File: config.mk
export PLATFORM = sky130hd
export DESIGN_NAME = oc8051_cxrom_arb
export DESIGN_NICKNAME = d
export VERILOG_FILES = /design/src/rtl/oc8051_cxrom_arb_pkg.sv /design/src/rtl/oc8051_cxrom_arb_pick.sv /design/src/rtl/oc8051_cxrom_arb.sv
export SDC_FILE = /design/constraint.sdc
export NUM_CORES = 1
export LEC_CHECK = 0
export CAP_MARGIN = 20
export CORE_MARGIN = 10
export CORE_UTILIZATION = 47
export CTS_CLUSTER_SIZE = 14
export DETAILED_ROUTE_END_ITERATION = 10
export PLACE_DENSITY = 0.85
export SYNTH_ARGS = -nofsm -noshare
export SYNTH_HDL_FRONTEND = slang
export SYNTH_SLANG_ARGS = --single-unit
File: constraint.sdc
create_clock -name clk -period 5.1 [get_ports clk]
set_input_delay 1.275 -clock clk [delete_from_list [all_inputs] [get_ports clk]]
set_output_delay 1.275 -clock clk [all_outputs]
set_load 0.01 [all_outputs]
File: src/rtl/oc8051_cxrom_arb_pkg.sv
// Shared types and constants for the two-port code-ROM read arbiter.
// Latency: n/a (declarations only).
// Backpressure: n/a (declarations only).
package oc8051_cxrom_arb_pkg;

  localparam int ADDR_W       = 16;
  localparam int DATA_W       = 32;
  localparam int LOCK_MAX_DEF = 16;
  // Wide enough for the full 1..255 lock-limit range.
  localparam int CNT_W        = 8;

  typedef enum logic {
    PORT_A = 1'b0,
    PORT_B = 1'b1
  } port_id_t;

endpackage

File: src/rtl/oc8051_cxrom_arb_pick.sv
// Winner select between the CPU fetch port (A) and the boot-hash port (B).
// Latency: purely combinational.
// Backpressure: none; the losing port stays eligible and is retried next cycle.
module oc8051_cxrom_arb_pick
  import oc8051_cxrom_arb_pkg::*;
#(
  parameter int LOCK_MAX = LOCK_MAX_DEF
) (
  input  logic             a_elig,
  input  logic             b_elig,
  input  port_id_t         last_grant,
  input  logic             b_lock,
  input  logic [CNT_W-1:0] lock_cnt,
  output logic             grant_vld,
  output port_id_t         grant_port
);

  localparam logic [CNT_W-1:0] LOCK_LIMIT = CNT_W'(LOCK_MAX);

  // Single eligible port wins outright; contention uses the lock limit or
  // round-robin.
  always_comb begin
    grant_vld  = a_elig | b_elig;
    grant_port = PORT_A;
    if (a_elig && b_elig) begin
      if (b_lock) begin
        // B streams until it has used up its lock budget, then A gets one slot.
        grant_port = (lock_cnt == LOCK_LIMIT) ? PORT_A : PORT_B;
      end else begin
        grant_port = (last_grant == PORT_B) ? PORT_A : PORT_B;
      end
    end else if (b_elig) begin
      grant_port = PORT_B;
    end
  end

endmodule

File: src/rtl/oc8051_cxrom_arb.sv
// Arbitrates two read requesters onto one external combinational code ROM.
// Latency: ack and data one cycle after the issue cycle.
// Backpressure: req held until ack; a port is ineligible in its own ack cycle.
module oc8051_cxrom_arb
  import oc8051_cxrom_arb_pkg::*;
#(
  parameter int LOCK_MAX = LOCK_MAX_DEF
) (
  input  logic              clk,
  input  logic              rst,
  input  logic              a_req,
  input  logic [ADDR_W-1:0] a_addr,
  output logic              a_ack,
  output logic [DATA_W-1:0] a_data,
  input  logic              b_req,
  input  logic [ADDR_W-1:0] b_addr,
  input  logic              b_lock,
  output logic              b_ack,
  output logic [DATA_W-1:0] b_data,
  output logic [ADDR_W-1:0] cxrom_addr,
  input  logic [DATA_W-1:0] cxrom_data_in
);

  localparam logic [CNT_W-1:0] LOCK_LIMIT = CNT_W'(LOCK_MAX);

  logic             a_elig;
  logic             b_elig;
  logic             grant_vld;
  logic             grant_a;
  logic             grant_b;
  port_id_t         grant_port;
  port_id_t         last_grant;
  logic [CNT_W-1:0] lock_cnt;
  logic [ADDR_W-1:0] held_addr;

  // A port whose ack is showing is finishing its access and cannot re-issue.
  assign a_elig  = a_req & ~a_ack;
  assign b_elig  = b_req & ~b_ack;
  assign grant_a = grant_vld && (grant_port == PORT_A);
  assign grant_b = grant_vld && (grant_port == PORT_B);

  oc8051_cxrom_arb_pick #(
    .LOCK_MAX (LOCK_MAX)
  ) u_pick (
    .a_elig     (a_elig),
    .b_elig     (b_elig),
    .last_grant (last_grant),
    .b_lock     (b_lock),
    .lock_cnt   (lock_cnt),
    .grant_vld  (grant_vld),
    .grant_port (grant_port)
  );

  // The ROM sees the winner's address in an issue cycle, else the last one.
  assign cxrom_addr = grant_a ? a_addr :
                      grant_b ? b_addr : held_addr;

  // Capture ROM data for the winner and pulse its ack for one cycle.
  always_ff @(posedge clk) begin
    if (rst) begin
      a_ack      <= 1'b0;
      b_ack      <= 1'b0;
      a_data     <= '0;
      b_data     <= '0;
      held_addr  <= '0;
      last_grant <= PORT_B;
    end else begin
      a_ack <= grant_a;
      b_ack <= grant_b;
      if (grant_vld) begin
        held_addr  <= cxrom_addr;
        last_grant <= grant_port;
      end
      if (grant_a) begin
        a_data <= cxrom_data_in;
      end
      if (grant_b) begin
        b_data <= cxrom_data_in;
      end
    end
  end

  // Count B grants that locked A out; any A grant or dropped lock resets it.
  always_ff @(posedge clk) begin
    if (rst) begin
      lock_cnt <= '0;
    end else if (!b_lock || grant_a) begin
      lock_cnt <= '0;
    end else if (grant_b && a_elig && (lock_cnt != LOCK_LIMIT)) begin
      lock_cnt <= lock_cnt + 1'b1;
    end
  end

endmodule

After elaboration in Yosys (flattened, before gate mapping)
Index checks and enable logic that the tools add are counted.
{ "op_classes": {"n_addsub": 1, "n_eq_ne": 2, "n_mux": 7, "bitwise_logic": 6, "reduce_logical": 8} }
{ "ops": {"columns": ["op", "n"], "rows": [
  ["16-bit 2-to-1 mux", 2],
  ["8-bit by 1-bit adder with 8-bit output, second input constant", 1],
  ["8-bit by 5-bit equality test with 1-bit output, second input constant", 1],
  ["8-bit by 5-bit != test with 1-bit output, second input constant", 1],
  ["1-bit logical AND", 5],
  ["1-bit 2-to-1 mux", 5],
  ["1-bit inverter", 3],
  ["1-bit AND", 2],
  ["2-bit OR reduction", 1],
  ["1-bit zero test", 1],
  ["1-bit logical OR", 1],
  ["1-bit OR", 1]
]} }
{ "totals": {"register_bits": 91, "in_bits": 69, "out_inout_bits": 82, "elab_cells": 31} }

Longest topological paths before layout
Gate-level depths: netlist (run 1).
{ "depth": {"ltp_word": 8, "mapped_depth": 8} }

Modules after synthesis
A second synthesis (run 1) with hierarchy kept.
{ "unflattened": {"cells_unflattened": 439, "area_unflattened_um2": 3573.4} }
{ "modules_own_cells": {"columns": ["module", "n_inst", "cells_each", "area_each_um2", "seq_area_each_um2"], "rows": [
  ["oc8051_cxrom_arb", 1, 432, 3523.4, 1821.7],
  ["oc8051_cxrom_arb_pick", 1, 7, 50.0, 0.0]
]} }

Worst setup path after synthesis (run 1)
OpenSTA, ideal clock, no wires.
{ "synth_path": {"path_kind": "input port to output port", "start": "in a_req", "end": "out cxrom_addr[0]", "t_arrival_ns": 2.418, "required_ns": 3.825, "setup_slack_ns": 1.407, "stages": 6, "path_buffers": 2, "cell_sequence": "nand2b_4 buf_6 nand2_1 buf_2 mux2_2 o21a_1"} }
{ "synth_between": {"elab_chain_len": 6, "elab_cells_between_ends": 9} }
{ "synth_lines": {"columns": ["item", "line", "source"], "rows": [
  ["start, declared", "oc8051_cxrom_arb.sv:11", "input logic a_req,"],
  ["1-bit AND (*)", "oc8051_cxrom_arb.sv:37", "assign a_elig = a_req & ~a_ack;"],
  ["1-bit logical AND", "oc8051_cxrom_arb_pick.sv:25", "if (a_elig && b_elig) begin"],
  ["1-bit 2-to-1 mux", "oc8051_cxrom_arb_pick.sv:25", null],
  ["1-bit logical AND / 1-bit inverter (equally long branches)", "oc8051_cxrom_arb.sv:40, oc8051_cxrom_arb.sv:39", null],
  ["16-bit 2-to-1 mux / 1-bit logical AND (equally long branches)", "oc8051_cxrom_arb.sv:56, oc8051_cxrom_arb.sv:39", null],
  ["16-bit 2-to-1 mux (*)", "oc8051_cxrom_arb.sv:55", "assign cxrom_addr = grant_a ? a_addr :"],
  ["end, declared", "oc8051_cxrom_arb.sv:20", "output logic [ADDR_W-1:0] cxrom_addr,"]
]} }
Mark *: on every way between the ends. The rest lies on a longest branch, timed or not.

Final worst setup path (run 1)
{ "layout_path": {"start": "in a_req", "end": "out cxrom_addr[3]"} }
Same word-level chain as after synthesis.

==> qor.txt, run 1 <==
via count: 3523
Top Ports: 151
HPWL Detailed: 8570 um
placed cells: 640
Fin Clk Skew: 0.00931 ns
crit start category: input pin
R2R setup slack: 2.70 ns
crit end category: primary output
Final #Nets: 617
sequential area share after synthesis: 46.7%
pwr dens: 283 nW/um^2
first-pass GRT wire length: 18700 um
row cnt: 33
count leader, synth: dfxtp_1
top post-synthesis cells by area: dfxtp_1 (47%), mux2i_1 (8.2%), nand2_1 (6.6%)
Routed WL per cell: 17.8 um
Final Hold Fails: 0
final core occ: 69.2%
final setup TNS: 0 ns
Vert. Die Dim: 111 um
Async SR Flop Fraction: 0%
worst r2r dst: a_data[11]
Clock Sink Count: 91
Final Cycle Share: 94.8%
max-slew violation count: 0
Top Usage Layer GRT: met2
average size of a mapped cell: 9.50 um^2
clk_lat worst skew: 0.35 ns
r2r worst-path depth: 6
max-cap viol count: 0
crit path DAT: 3.56 ns
met2 Use GR: 29.9%
Post-Syn Nets: 482
cell taking the most area after synthesis: dfxtp_1
WL final: 11700 um
placed cell area: 5450 um^2
final setup fails: 0
total track usage: 18.0%
largest net degree at the start of global routing: 77
Post-synth top cells: dfxtp_1 (91), nand2_1 (69), o211ai_1 (33)
layout cell share with drive strength beyond 1: 9.07%
FILL cells: 660
Place WS: 0.00280 ns
Clock H-tree levels: 3
Gate Count Post-Synth: 411
met1 Resource Use GR: 19.9%
clock slew at reported path FFs: 0.08 ns
HP Class: flip-flop to flip-flop
GP Congestion: 0.822
CP max FO: 48
RSZ-0062 raised after global routing: no
Mapped Area: 3900 um^2
post-route ant nets: 0
#FFs+latches synth: 91
Buffers on Ports: 150
TritonCTS Buffers: 9
Post-synth EDFFs: 0
CTS tree: built
ANT cells: 0
Die X-Extent: 111 um
CORE AREA: 8130 um^2
CP Launch Point: a_req
Initial Util: 48.0%
CTS max path bufs: 2
initial antenna violation count: 0
crit path kind: input pin to primary output
Pre-antenna DRT Iters: 4
hold endpoint: a_data[6]
hold path depth: 2
grt ovf: 0
clock root cell: clkbuf_8
synth unique cells: 41
status: completed
met3 Use GR: 8.17%
final non-filler cell total: 656
Worst slew margin: 36.9%
Hold Startpoint: a_data[6]
min Tclk post-route: 4.83 ns
min setup slack post-route: 0.266 ns
Worst VDD drop: 0.000182 V
Crit path required time: 3.83 ns
initial detailed-routing violation count: 138
synth-to-layout area growth: 44.3%
Lkg Pwr: 2.26 nW
Synth top area share: 46.7%
Worst-Margin Slew: 0.946 ns
final instance area: 5630 um^2
Fmax: 207 MHz
vias in the first global route: 3626
Yosys warning count: 0
Total Die Area: 12400 um^2
Via density: 5.37
reg-to-reg startpoint: lock_cnt[0]
residual DRC count: 0
top_reg_cell synth: dfxtp_1
## flip-flops by register name, summed over array words and instances (netlist names)
signal and count:
a_ack 1, a_data 32, b_ack 1, b_data 32, held_addr 16, last_grant 1
lock_cnt 8
## worst max-delay path, stage by stage
cell	delay, ns
clkdlybuf4s50_1	0.47
nor2b_1	0.19
and4_2	0.29
buf_4	0.42
or3_1	0.21
o21a_1	0.13
clkdlybuf4s50_1	0.54
## cell families after synthesis
family	count (synthesis)	synth area share, %
fa+ha+maj	2	0.641
xor+xnor	4	0.898
compound gates	111	20.0
mux	48	12.8
flops	91	46.7
buf+inv	40	4.62
simple gates	115	14.4
## cells in the final DEF, fill, tap and decap left out, types with 2 or more instances in the layout
cell type        synthesis  layout
clkdlybuf4s50_1          0     150
o211ai_1                33      33
clkbuf_8                 0      10
nor4_1                   3       3
o211a_1                 16      16
mux2_2                  16      16
nand3_1                  5       5
ha_1                     2       2
o21a_1                  16      16
clkinv_2                 0       4
o21ai_0                 26      26
mux2i_1                 32      32
nor2_1                   7       6
nand4bb_1                2       2
o21ai_1                  7       7
nand2_1                 69      69
buf_4                    3       9
inv_1                    4       4
dfxtp_1                 91      91
or3_1                   18      18
a21oi_1                  5       5
nor2b_1                  3       3
xnor2_1                  3       3
## where the power goes
group / leakage, nW / switching [W] / internal, W
Sequential: 0.748 / 0.0000230 / 0.000760
Clock: 0.0924 / 0.000253 / 0.000191
Combinational: 1.42 / 0.000161 / 0.000206
Total: 2.26 / 0.000437 / 0.00116
## stage by stage
step / hold slack, ns / total power, W
final: 0.463 / 0.00159
after global routing: 0.483 / 0.00166
after floorplan: 0.454 / 0.000969
after CTS: 0.469 / 0.00161
after global placement: 0.446 / 0.00116
after detailed placement: 0.456 / 0.00117
## layer usage
metal  vias to the layer above  share of wire, %
li1                       1735                 -
met1                      1654                41
met2                       118                48
met3                        16               9.5
met4                         0               1.7
met5                         -                 0
## final cells by class
class | count | area [um^2] | area share [%]
tap | 105 | 131 | 2.33
timing repair buffer | 159 | 1570 | 27.9
multi-input combinational | 280 | 1910 | 33.9
clock inverter | 6 | 40.0 | 0.711
inverter | 5 | 20.0 | 0.355
clock buffer | 10 | 138 | 2.44
sequential | 91 | 1820 | 32.3
## timing repair
| item | in CTS | in global routing |
|---|---|---|
| endpoints found under the setup margin | 6 | 0 |
| hold buffers | 0 | 0 |
| gates resized for setup | 1 | 0 |
| buffers inserted | 0 | 0 |
## worst max-delay path by stage
stage                           endpoint  slack [ns]  cells past startpoint
final                      cxrom_addr[3]        0.27                      7
after global routing       cxrom_addr[3]        0.12                      7
after CTS                 cxrom_addr[14]        0.29                      7
after detailed placement  cxrom_addr[10]       0.003                      6
after global placement     cxrom_addr[5]        0.07                      6
after floorplan            cxrom_addr[0]        1.41                      6
(Power assumes the default switching activity.)
==> run 2, diff against run 1 <==
--- a/config.mk
+++ b/config.mk
@@ -5,6 +5,7 @@
 export SDC_FILE = /design/constraint.sdc
 export NUM_CORES = 1
 export LEC_CHECK = 0
+export ABC_CLOCK_PERIOD_IN_PS = 5100
 export CAP_MARGIN = 20
 export CORE_MARGIN = 10
 export CORE_UTILIZATION = 47
==> results of run 2 <==
Final layout, timing and power as in run 1 (identical DEF).
